$ cat config.mk
export PLATFORM = sky130hd
export DESIGN_NAME = alu_sequencer_flat
export DESIGN_NICKNAME = d
export VERILOG_FILES = /design/src/rtl/datapath_ctrl_pkg.sv /design/src/rtl/alu_sequencer_if.sv /design/src/rtl/onehot_dec.sv /design/src/rtl/alu_sequencer.sv /design/src/flat_wrapper.sv
export SDC_FILE = /design/constraint.sdc
export NUM_CORES = 1
export LEC_CHECK = 0
export ABC_CLOCK_PERIOD_IN_PS = 3700
export BUFFER_PORTS_ARGS = -buffer_cell sky130_fd_sc_hd__buf_4
export CORE_MARGIN = 5
export CORE_UTILIZATION = 40
export CTS_CLUSTER_DIAMETER = 40
export CTS_CLUSTER_SIZE = 24
export DETAILED_ROUTE_END_ITERATION = 6
export GPL_TIMING_DRIVEN = 0
export PLACE_DENSITY = 0.69
export SYNTH_ARGS = -nofsm -noshare
export SYNTH_HDL_FRONTEND = slang
export SYNTH_SLANG_ARGS = --single-unit
$ cat constraint.sdc
create_clock -name clk -period 3.7 [get_ports clk]
set_clock_uncertainty 0.15 [all_clocks]
set_input_delay 0.37 -clock clk [delete_from_list [all_inputs] [get_ports clk]]
set_output_delay 0.37 -clock clk [all_outputs]
set_load 0.02 [all_outputs]
$ cat src/rtl/datapath_ctrl_pkg.sv
// rtl/datapath_ctrl_pkg.sv - shared types and constants for the ALU instruction sequencer
//
// Purpose: state encoding, MUL/DIV op codes, reserved-opcode range and
//          default sizing shared by the sequencer, its interface and bench.
// Ports:   none (package).
package datapath_ctrl_pkg;

   localparam int NREGS_DEF    = 16;
   localparam int MAX_WAIT_DEF = 40;

   localparam logic [4:0] OP_MUL     = 5'b01110;
   localparam logic [4:0] OP_DIV     = 5'b01111;
   // Every opcode from here up to 5'b11111 is reserved.
   localparam logic [4:0] OP_RSVD_LO = 5'b10000;

   typedef enum logic [2:0] {
      IDLE,
      S_A,
      S_B,
      WAIT,
      S_WB,
      S_LO,
      S_HI,
      S_DONE
   } state_t;

   function automatic logic is_reserved(input logic [4:0] op);
      return op >= OP_RSVD_LO;
   endfunction

   function automatic logic is_muldiv(input logic [4:0] op);
      return (op == OP_MUL) || (op == OP_DIV);
   endfunction

endpackage

$ cat src/rtl/alu_sequencer_if.sv
// rtl/alu_sequencer_if.sv - decode/datapath-facing signal bundle of the ALU sequencer
//
// Purpose: groups the request inputs and datapath strobes of alu_sequencer.
// Ports:   master - decode/datapath side: drives start, opcode, ra, rb, rc,
//                   alu_done; observes strobes and status.
//          slave  - sequencer side: the reverse.
interface alu_sequencer_if
   import datapath_ctrl_pkg::*;
#(
   parameter int NREGS = NREGS_DEF
) ();

   logic             start;
   logic [4:0]       opcode;
   logic [3:0]       ra;
   logic [3:0]       rb;
   logic [3:0]       rc;
   logic             alu_done;

   logic             alu_start;
   logic [NREGS-1:0] Rout;
   logic [NREGS-1:0] Rin;
   logic             Yin;
   logic             Zin;
   logic             LOin;
   logic             HIin;
   logic             Zlowout;
   logic             Zhiout;
   logic [4:0]       IRout;
   logic             busy;
   logic             done;
   logic             err;

   modport master (
      output start, opcode, ra, rb, rc, alu_done,
      input  alu_start, Rout, Rin, Yin, Zin, LOin, HIin, Zlowout, Zhiout,
             IRout, busy, done, err
   );

   modport slave (
      input  start, opcode, ra, rb, rc, alu_done,
      output alu_start, Rout, Rin, Yin, Zin, LOin, HIin, Zlowout, Zhiout,
             IRout, busy, done, err
   );

endinterface

$ cat src/rtl/onehot_dec.sv
// rtl/onehot_dec.sv - 4-bit index to N-bit one-hot decoder with enable
//
// Purpose: register-select decode; an index >= N yields all zeros.
// Ports:   idx_i    - register index
//          en_i     - decode enable; output is zero when low
//          onehot_o - one-hot select, N bits
module onehot_dec
   import datapath_ctrl_pkg::*;
#(
   parameter int N = NREGS_DEF
) (
   input  logic [3:0]   idx_i,
   input  logic         en_i,
   output logic [N-1:0] onehot_o
);

   always_comb begin
      onehot_o = '0;
      for (int i = 0; i < N; i++) begin
         if (en_i && ({28'd0, idx_i} == 32'(i))) begin
            onehot_o[i] = 1'b1;
         end
      end
   end

endmodule

$ cat src/rtl/alu_sequencer.sv
// rtl/alu_sequencer.sv - strobe sequencer for one register-to-register ALU instruction
//
// Purpose: moves Ra->Y and Rb->ALU, waits for the MUL/DIV unit when needed,
//          then writes Z back to Rc (single-cycle ops) or LO/HI (MUL/DIV).
// Ports:   clk   - system clock, rising edge
//          Clear - synchronous active-high reset
//          bus   - alu_sequencer_if.slave: request in, datapath strobes out
module alu_sequencer
   import datapath_ctrl_pkg::*;
#(
   parameter int NREGS    = NREGS_DEF,
   parameter int MAX_WAIT = MAX_WAIT_DEF
) (
   input logic           clk,
   input logic           Clear,
   alu_sequencer_if.slave bus
);

   localparam int CW = $clog2(MAX_WAIT + 1);

   state_t        state_q, state_d;
   logic [4:0]    op_q, op_d;
   logic [3:0]    ra_q, ra_d;
   logic [3:0]    rb_q, rb_d;
   logic [3:0]    rc_q, rc_d;
   logic [CW-1:0] cnt_q, cnt_d;
   logic          err_q, err_d;

   logic          muldiv;
   logic          timeout;
   logic          rout_en;
   logic [3:0]    rout_idx;

   assign muldiv  = is_muldiv(op_q);
   // cnt_q holds the 1-based index of the current WAIT cycle. The timeout
   // cycle wins over a late alu_done so that err stays a pure state decode.
   assign timeout = (state_q == WAIT) && (cnt_q == CW'(MAX_WAIT));

   always_ff @(posedge clk) begin
      if (Clear) begin
         state_q <= IDLE;
         op_q    <= '0;
         ra_q    <= '0;
         rb_q    <= '0;
         rc_q    <= '0;
         cnt_q   <= '0;
         err_q   <= 1'b0;
      end else begin
         state_q <= state_d;
         op_q    <= op_d;
         ra_q    <= ra_d;
         rb_q    <= rb_d;
         rc_q    <= rc_d;
         cnt_q   <= cnt_d;
         err_q   <= err_d;
      end
   end

   always_comb begin
      state_d = state_q;
      op_d    = op_q;
      ra_d    = ra_q;
      rb_d    = rb_q;
      rc_d    = rc_q;
      cnt_d   = cnt_q;
      err_d   = 1'b0;
      unique case (state_q)
         IDLE: begin
            if (bus.start) begin
               if (is_reserved(bus.opcode)) begin
                  err_d = 1'b1;
               end else begin
                  state_d = S_A;
                  op_d    = bus.opcode;
                  ra_d    = bus.ra;
                  rb_d    = bus.rb;
                  rc_d    = bus.rc;
               end
            end
         end
         S_A: state_d = S_B;
         S_B: begin
            if (muldiv) begin
               state_d = WAIT;
               cnt_d   = CW'(1);
            end else begin
               state_d = S_WB;
            end
         end
         WAIT: begin
            if (timeout) begin
               state_d = IDLE;
               cnt_d   = '0;
            end else if (bus.alu_done) begin
               state_d = S_LO;
               cnt_d   = '0;
            end else begin
               cnt_d = cnt_q + CW'(1);
            end
         end
         S_WB:   state_d = S_DONE;
         S_LO:   state_d = S_HI;
         S_HI:   state_d = S_DONE;
         S_DONE: state_d = IDLE;
         default: state_d = IDLE;
      endcase
   end

   always_comb begin
      bus.alu_start = (state_q == S_B) && muldiv;
      bus.Yin       = (state_q == S_A);
      bus.Zin       = ((state_q == S_B) && !muldiv) ||
                      ((state_q == WAIT) && bus.alu_done && !timeout);
      bus.LOin      = (state_q == S_LO);
      bus.HIin      = (state_q == S_HI);
      bus.Zlowout   = (state_q == S_WB) || (state_q == S_LO);
      bus.Zhiout    = (state_q == S_HI);
      bus.IRout     = ((state_q == S_B) || (state_q == WAIT)) ? op_q : 5'd0;
      bus.busy      = (state_q != IDLE);
      bus.done      = (state_q == S_DONE);
      bus.err       = err_q || timeout;
   end

   assign rout_en  = (state_q == S_A) || (state_q == S_B);
   assign rout_idx = (state_q == S_A) ? ra_q : rb_q;

   onehot_dec #(.N(NREGS)) u_rout_dec (
      .idx_i    (rout_idx),
      .en_i     (rout_en),
      .onehot_o (bus.Rout)
   );

   onehot_dec #(.N(NREGS)) u_rin_dec (
      .idx_i    (rc_q),
      .en_i     (state_q == S_WB),
      .onehot_o (bus.Rin)
   );

endmodule

$ cat src/flat_wrapper.sv
// flat-port wrapper written by rule: the top's interface ports become plain ports
module alu_sequencer_flat import datapath_ctrl_pkg::*;
#(
   parameter int NREGS    = NREGS_DEF,
   parameter int MAX_WAIT = MAX_WAIT_DEF
)
  (clk, Clear, bus_start, bus_opcode, bus_ra, bus_rb, bus_rc, bus_alu_done, bus_alu_start, bus_Rout, bus_Rin, bus_Yin, bus_Zin, bus_LOin, bus_HIin, bus_Zlowout, bus_Zhiout, bus_IRout, bus_busy, bus_done, bus_err);
  alu_sequencer_if #(.NREGS(NREGS)) bus_i ();
  input logic clk;
  input logic Clear;
  input wire logic [$bits(bus_i.start)-1:0] bus_start;
  input wire logic [$bits(bus_i.opcode)-1:0] bus_opcode;
  input wire logic [$bits(bus_i.ra)-1:0] bus_ra;
  input wire logic [$bits(bus_i.rb)-1:0] bus_rb;
  input wire logic [$bits(bus_i.rc)-1:0] bus_rc;
  input wire logic [$bits(bus_i.alu_done)-1:0] bus_alu_done;
  output wire logic [$bits(bus_i.alu_start)-1:0] bus_alu_start;
  output wire logic [$bits(bus_i.Rout)-1:0] bus_Rout;
  output wire logic [$bits(bus_i.Rin)-1:0] bus_Rin;
  output wire logic [$bits(bus_i.Yin)-1:0] bus_Yin;
  output wire logic [$bits(bus_i.Zin)-1:0] bus_Zin;
  output wire logic [$bits(bus_i.LOin)-1:0] bus_LOin;
  output wire logic [$bits(bus_i.HIin)-1:0] bus_HIin;
  output wire logic [$bits(bus_i.Zlowout)-1:0] bus_Zlowout;
  output wire logic [$bits(bus_i.Zhiout)-1:0] bus_Zhiout;
  output wire logic [$bits(bus_i.IRout)-1:0] bus_IRout;
  output wire logic [$bits(bus_i.busy)-1:0] bus_busy;
  output wire logic [$bits(bus_i.done)-1:0] bus_done;
  output wire logic [$bits(bus_i.err)-1:0] bus_err;
  assign bus_i.start = bus_start;
  assign bus_i.opcode = bus_opcode;
  assign bus_i.ra = bus_ra;
  assign bus_i.rb = bus_rb;
  assign bus_i.rc = bus_rc;
  assign bus_i.alu_done = bus_alu_done;
  assign bus_alu_start = bus_i.alu_start;
  assign bus_Rout = bus_i.Rout;
  assign bus_Rin = bus_i.Rin;
  assign bus_Yin = bus_i.Yin;
  assign bus_Zin = bus_i.Zin;
  assign bus_LOin = bus_i.LOin;
  assign bus_HIin = bus_i.HIin;
  assign bus_Zlowout = bus_i.Zlowout;
  assign bus_Zhiout = bus_i.Zhiout;
  assign bus_IRout = bus_i.IRout;
  assign bus_busy = bus_i.busy;
  assign bus_done = bus_i.done;
  assign bus_err = bus_i.err;
  alu_sequencer #(.NREGS(NREGS), .MAX_WAIT(MAX_WAIT)) u_core (.clk(clk), .Clear(Clear), .bus(bus_i));
endmodule
==> metrics.md, run 1 <==
| Metric | Value |
|---|---|
| Result of the run | `finished clean` |
| Cells after synthesis | `roughly 230` |
| R2R depth | `4` |
| CP Capture Type | `output pin` |
| CTS Buf Count | `3` |
| Design Power | `approximately 1.1 mW` |
| RR Startpoint | `u_core.cnt_q[3]` |
| Clock Sinks | `27` |
| Final instance area | `0.00222 mm2` |
| Die X-Extent | `73.5 um` |
| Initial DRC Count | `75` |
| Final Cycle Share | `0.674` |
| Crit path kind | `flip-flop to output pin` |
| Htree depth | `1` |
| Top Ports | `around 70` |
| Cts hold-fix bufs | `0` |
| Gr usage total | `0.155` |
| Core Area | `a little under 0.004 mm2` |
| Largest net degree at the start of global routing | `15` |
| Routability Congestion | `0.813` |
| Top post-synthesis cells by area | `dfxtp_1 (34%), nand2_1 (10%), nor2_1 (9.8%)` |
| Hold crit path type | `input pin to flip-flop` |
| Number of setup buffers added after CTS | `0` |
| P&R area growth vs syn | `37.9%` |
| #FFs+latches synth | `27` |
| Post-synth top area share | `0.336` |
| Root buffer cell | `clkbuf_8` |
| Setup TNS | `0 ps` |
| Max FO, Critical Path | `10` |
| Final wirelength | `4.26 mm` |
| First-pass GRT wire length | `between 6 and 7 mm` |
| Synth Flop Type | `dfxtp_1` |
| HPWL Detailed | `3.31 mm` |
| Yosys warns | `0` |
| Synthesized area per cell | `~7.2 um2` |
| # setup viols final | `0` |
| Buffers on Ports | `67` |
| Commonest non-fill, non-tap cell in the layout | `buf_4` |
| Nets | `320` |
| Antenna violations before repair | `0` |
| DR DRC count | `0` |
| Aggregate global routing overflow | `0` |
| Max Fclk | `0.401 GHz` |
| Count of cell types in the netlist | `43` |
| Arrival time worst endpoint | `1970 ps` |
| VDD IR max | `approximately 0.24 mV` |
| Mapped Area | `roughly 0.0016 mm2` |
| Static leakage | `about 0.97 nW` |
| Max-slew violations | `0` |
| Avg WL per Cell | `12.3 um` |
| Worst EP required | `3180 ps` |
| Post-route core utilization | `0.563` |
| CTS tree | `built` |
| Via-to-Cell Ratio | `between 4 and 5` |
| Reg-to-reg slack, setup | `1880 ps` |
| Vias in the first global route | `1524` |
| Area after detailed placement | `between 0.002 and 0.0025 mm2` |
| Clock period minus worst slack | `2490 ps` |
| Yosys top cell by area | `dfxtp_1` |
| Critical Path Source Type | `flip-flop` |
| Via Count | `1711` |
| Worst hold endpoint | `u_core.err_q` |
| Most frequent cells in the layout | `buf_4 (69), nand2_1 (44), nor2_1 (42), dfxtp_1 (27), a21oi_1 (21)` |
| Sequential area share after synthesis | `0.336` |
| Hold Vio Cnt, Final | `0` |
| Ant. Diodes | `0` |
| Worst Setup SP | `u_core.state_q[0]` |
| Mapped Nets | `248` |
| Max transition margin | `0.660` |
| Detail Route Antenna Nets | `0` |
| Pwr per Cell Area | `513 mW/mm2` |
| Drt pass-1 iters | `4` |
| RSZ-0062 raised after global routing | `no` |
| Worst R2R End | `u_core.cnt_q[2]` |
| Asr flop ratio synth | `0` |
| Hold path start | `bus_opcode[4]` |
| CTS clk-pin slew, worst paths | `roughly 90 ps` |
| Die ar. | `0.00539 mm2` |
| Worst-skew pair later-pin latency | `270 ps` |
| Std cell rows | `23` |
| Die span in y | `73.5 um` |
| Max-cap violations | `0` |
| Hold Slack | `between 150 and 200 ps` |
| CTS resizes | `0` |
| Post-synth EDFFs | `0` |
| Clock Path Buffers | `2` |
| Worst hold stages | `3` |
| Initial Util | `0.408` |
| Layout cells sized above 1 | `0.291` |
| Slew @ Worst Pin | `510 ps` |
flip-flops by register name, indices dropped and copies added (netlist names):
register        count
u_core.cnt_q        6
u_core.err_q        1
u_core.op_q         5
u_core.ra_q         4
u_core.rb_q         4
u_core.rc_q         4
u_core.state_q      3
per-layer routing:
metal,up-vias,part of all wire,GRT usage
met5,-,0,0
met4,0,0.012,0.0604
met3,4,0.082,0.0260
met2,52,0.47,0.255
met1,754,0.44,0.199
li1,901,-,-
final cells by class:
class / count / area [um2]
fillers: 394 / 1720
multi-input cells: 177 / 951
flip-flops and latches: 27 / 541
repair buffers: 67 / 503
plain buffers: 13 / 88.8
well taps: 50 / 62.6
clock buffers: 4 / 45.0
inverters: 8 / 30.0
how the worst max path moves through the flow:
| stage | to | slack [ps] | cells after the start |
|---|---|---|---|
| 3_5_place_dp | bus_Rout[0] | 1510 | 7 |
| 3_3_place_gp | bus_Rout[7] | 1540 | 7 |
| 5_1_grt | bus_Rout[11] | 1010 | 7 |
| 4_1_cts | bus_Rout[0] | 1180 | 7 |
| 6_report | bus_Rout[0] | 1210 | 7 |
| 2_1_floorplan | bus_Rin[0] | 1530 | 4 |
through the flow:
stage | setup WS (ps) | std cells
after floorplan | 1530 | 225
after global placement | 1540 | 342
after detailed placement | 1510 | 342
after CTS | 1180 | 346
after global routing | 1010 | 346
final | 1210 | 346
cells in the mapped netlist (all sizes together), types with 4 or more instances:
cell type / number
nor3b: 6
and2: 5
nand2: 44
inv: 8
dfxtp: 27
clkbuf: 4
nor2: 43
a21oi: 21
nand2b: 4
nand3: 4
nor3: 7
a31oi: 6
buf: 9
worst max-delay path, cell delays in order (launching register included):
cell     delay [ps]
dfxtp_1         350
buf_6           130
nor3b_1         270
buf_2           270
mux2i_1         250
nand2_1         140
nor2_1          130
buf_4           150
cell families after synthesis:
kind of cell | Yosys count | synth area share
simple gates | 129 | 0.389
compound gates | 40 | 0.151
flops | 27 | 0.336
buf+inv | 21 | 0.0738
xor+xnor | 3 | 0.0163
mux | 3 | 0.0194
fa+ha+maj | 2 | 0.0155
power by group:
part,leakage (nW),internal [mW],total [mW],switching (mW)
registers,0.219,0.332,0.372,0.0397
logic,0.731,0.256,0.598,0.343
clock network,0.0228,0.0773,0.170,0.0928
Power figures use the tool's default switching activity.
==> run 2: changes to the inputs <==
Settings changed: ABC_CLOCK_PERIOD_IN_PS 3700 to 2500.
Clock period 3.7 ns to 2.5 ns, I/O delays scaled along.
==> run 2 against run 1 <==
Clock power up 48%. Worst hold slack worse by 120 ps. Worst setup slack worse by 1000 ps. Final area up 0.62%. Cell count unchanged. Flip-flop and latch count unchanged. Sequential share of layout area down 0.15 points. Largest cell class unchanged.
==> metrics.md, run 2 (synthesized netlist as in run 1, its figures left out) <==
| Metric | Value |
|---|---|
| Worst hold stages | `3` |
| Via-to-Cell Ratio | `4.93` |
| Core Area | `around 0.0039 mm2` |
| Detail Route Antenna Nets | `0` |
| Largest register by flop count | `u_core.cnt_q` |
| Number of setup buffers added after CTS | `0` |
| Die span in y | `73.5 um` |
| Max-slew violations | `0` |
| VDD IR max | `0.362 mV` |
| Die X-Extent | `roughly 73 um` |
| Multi-input gate area | `962 um2` |
| Clock Sinks | `27` |
| RSZ-0062 raised after global routing | `no` |
| Slew @ Worst Pin | `500 ps` |
| Clock Path Buffers | `2` |
| Arrival time worst endpoint | `around 1900 ps` |
| Most frequent cells in the layout | `buf_4 (69), nand2_1 (44), nor2_1 (42), dfxtp_1 (27), a21oi_1 (21)` |
| Max-cap violations | `0` |
| Clock period minus worst slack | `approximately 2300 ps` |
| Worst EP required | `2100 ps` |
| Max Fclk | `0.433 GHz` |
| Die ar. | `around 0.0054 mm2` |
| Ant. Diodes | `0` |
| Max reg flops | `6` |
| DR DRC count | `0` |
| R2R depth | `4` |
| Root buffer cell | `clkbuf_8` |
| Nets | `320` |
| CP Capture Type | `output pin` |
| Top Ports | `between 60 and 70` |
| Routability Congestion | `a little over 0.8` |
| Layout cells sized above 1 | `0.297` |
| Setup TNS | `0 ps` |
| Buffers on Ports | `67` |
| Max transition margin | `0.667` |
| Hold path start | `bus_opcode[4]` |
| Vias in the first global route | `1524` |
| Number of fillers in the final layout | `~400` |
| Initial Util | `0.408` |
| Drt pass-1 iters | `4` |
| RR Startpoint | `u_core.cnt_q[3]` |
| Reg-to-reg slack, setup | `680 ps` |
| Avg WL per Cell | `12.6 um` |
| Final wirelength | `4.35 mm` |
| Static leakage | `between 0.9 and 1 nW` |
| Std cell rows | `23` |
| Worst-skew pair later-pin latency | `270 ps` |
| Worst hold endpoint | `u_core.err_q` |
| Antenna violations before repair | `0` |
| Largest net degree at the start of global routing | `15` |
| # setup viols final | `0` |
| Result of the run | `finished clean` |
| Crit path kind | `flip-flop to output pin` |
| CTS tree | `built` |
| CTS resizes | `0` |
| Cts hold-fix bufs | `0` |
| Reg area | `around 540 um2` |
| CTS clk-pin slew, worst paths | `90 ps` |
| Design Power | `1.70 mW` |
| Final Cycle Share | `0.923` |
| Max FO, Critical Path | `10` |
| CP cell instances | `buf_2, or3b_1, a21oi_1, nand2_1, nor2_1, buf_4` |
| Top delay family on crit path | `simple AND/OR/NAND/NOR gates` |
| First-pass GRT wire length | `6.72 mm` |
| Hold Vio Cnt, Final | `0` |
| Hold crit path type | `input pin to flip-flop` |
| Top flop regs | `u_core.cnt_q: 6 flops, u_core.op_q: 5 flops` |
| Worst Setup SP | `u_core.state_q[1]` |
| Initial DRC Count | `63` |
| Slowest stage delay, CP | `between 400 and 500 ps` |
| CTS Buf Count | `3` |
| Via Count | `1706` |
| Pwr per Cell Area | `760 mW/mm2` |
| Crit path buffers/inverters | `2` |
| Commonest non-fill, non-tap cell in the layout | `buf_4` |
| Slowest library cell on the worst path | `dfxtp_1` |
| Worst R2R End | `u_core.cnt_q[2]` |
| Htree depth | `1` |
| P&R area growth vs syn | `38.8%` |
| Critical Path Source Type | `flip-flop` |
| Aggregate global routing overflow | `0` |
| Gr usage total | `0.155` |
| HPWL Detailed | `3.31 mm` |
-- run 2: changes by cell type in the layout (fill, tap and decap cells not counted), sizes merged --
cell    change
buf         -1
clkbuf      +1
-- run 2: cell type report --
type	count	share of cell area
multi-input cells	177	0.431
flip-flops and latches	27	0.242
repair buffers	67	0.225
plain buffers	13	0.0409
well taps	50	0.0280
clock buffers	4	0.0202
inverters	8	0.0134
-- run 2: layer usage --
layer / share of wire / vias to the layer above / wire length, um / global-route usage
met5: 0 / - / 0 / 0
met4: 0.012 / 0 / 51 / 0.0604
met3: 0.077 / 4 / 334 / 0.0260
met2: 0.47 / 50 / 2040 / 0.255
met1: 0.44 / 752 / 1930 / 0.199
li1: - / 900 / - / -
-- run 2: worst max-delay path by stage --
| stage | slack, ps | endpoint | depth (start not counted) |
|---|---|---|---|
| after detailed placement | 430 | bus_Rout[0] | 7 |
| after floorplan | 450 | bus_Rin[0] | 4 |
| after global routing | 50 | bus_Rout[14] | 7 |
| after CTS | 100 | bus_Rout[0] | 7 |
| after global placement | 460 | bus_Rout[7] | 7 |
| final | 190 | bus_Rout[0] | 6 |
-- run 2: where the power goes --
group,switching [mW],internal [mW],total (mW)
clock network,0.136,0.114,0.251
registers,0.0616,0.491,0.553
logic,0.511,0.384,0.895
total,0.709,0.990,1.70
-- run 2: through the flow --
stage | hold slack [ps] | utilization | setup WS (ps) | instance area [um2] | std cells
2_1_floorplan | 218 | - | 445 | 1610 | 225
3_3_place_gp | 289 | 0.552 | 464 | 2180 | 342
3_5_place_dp | 296 | 0.552 | 430 | 2180 | 342
4_1_cts | 47.8 | 0.563 | 103 | 2220 | 346
5_1_grt | 55.7 | 0.567 | 51.6 | 2230 | 346
6_report | 58.6 | 0.567 | 193 | 2230 | 346
-- run 2: worst min-delay path, delay by kind of cell --
family	cells	cell delay [ps]
and+or+nand+nor	2	80
buffers and inverters	1	110
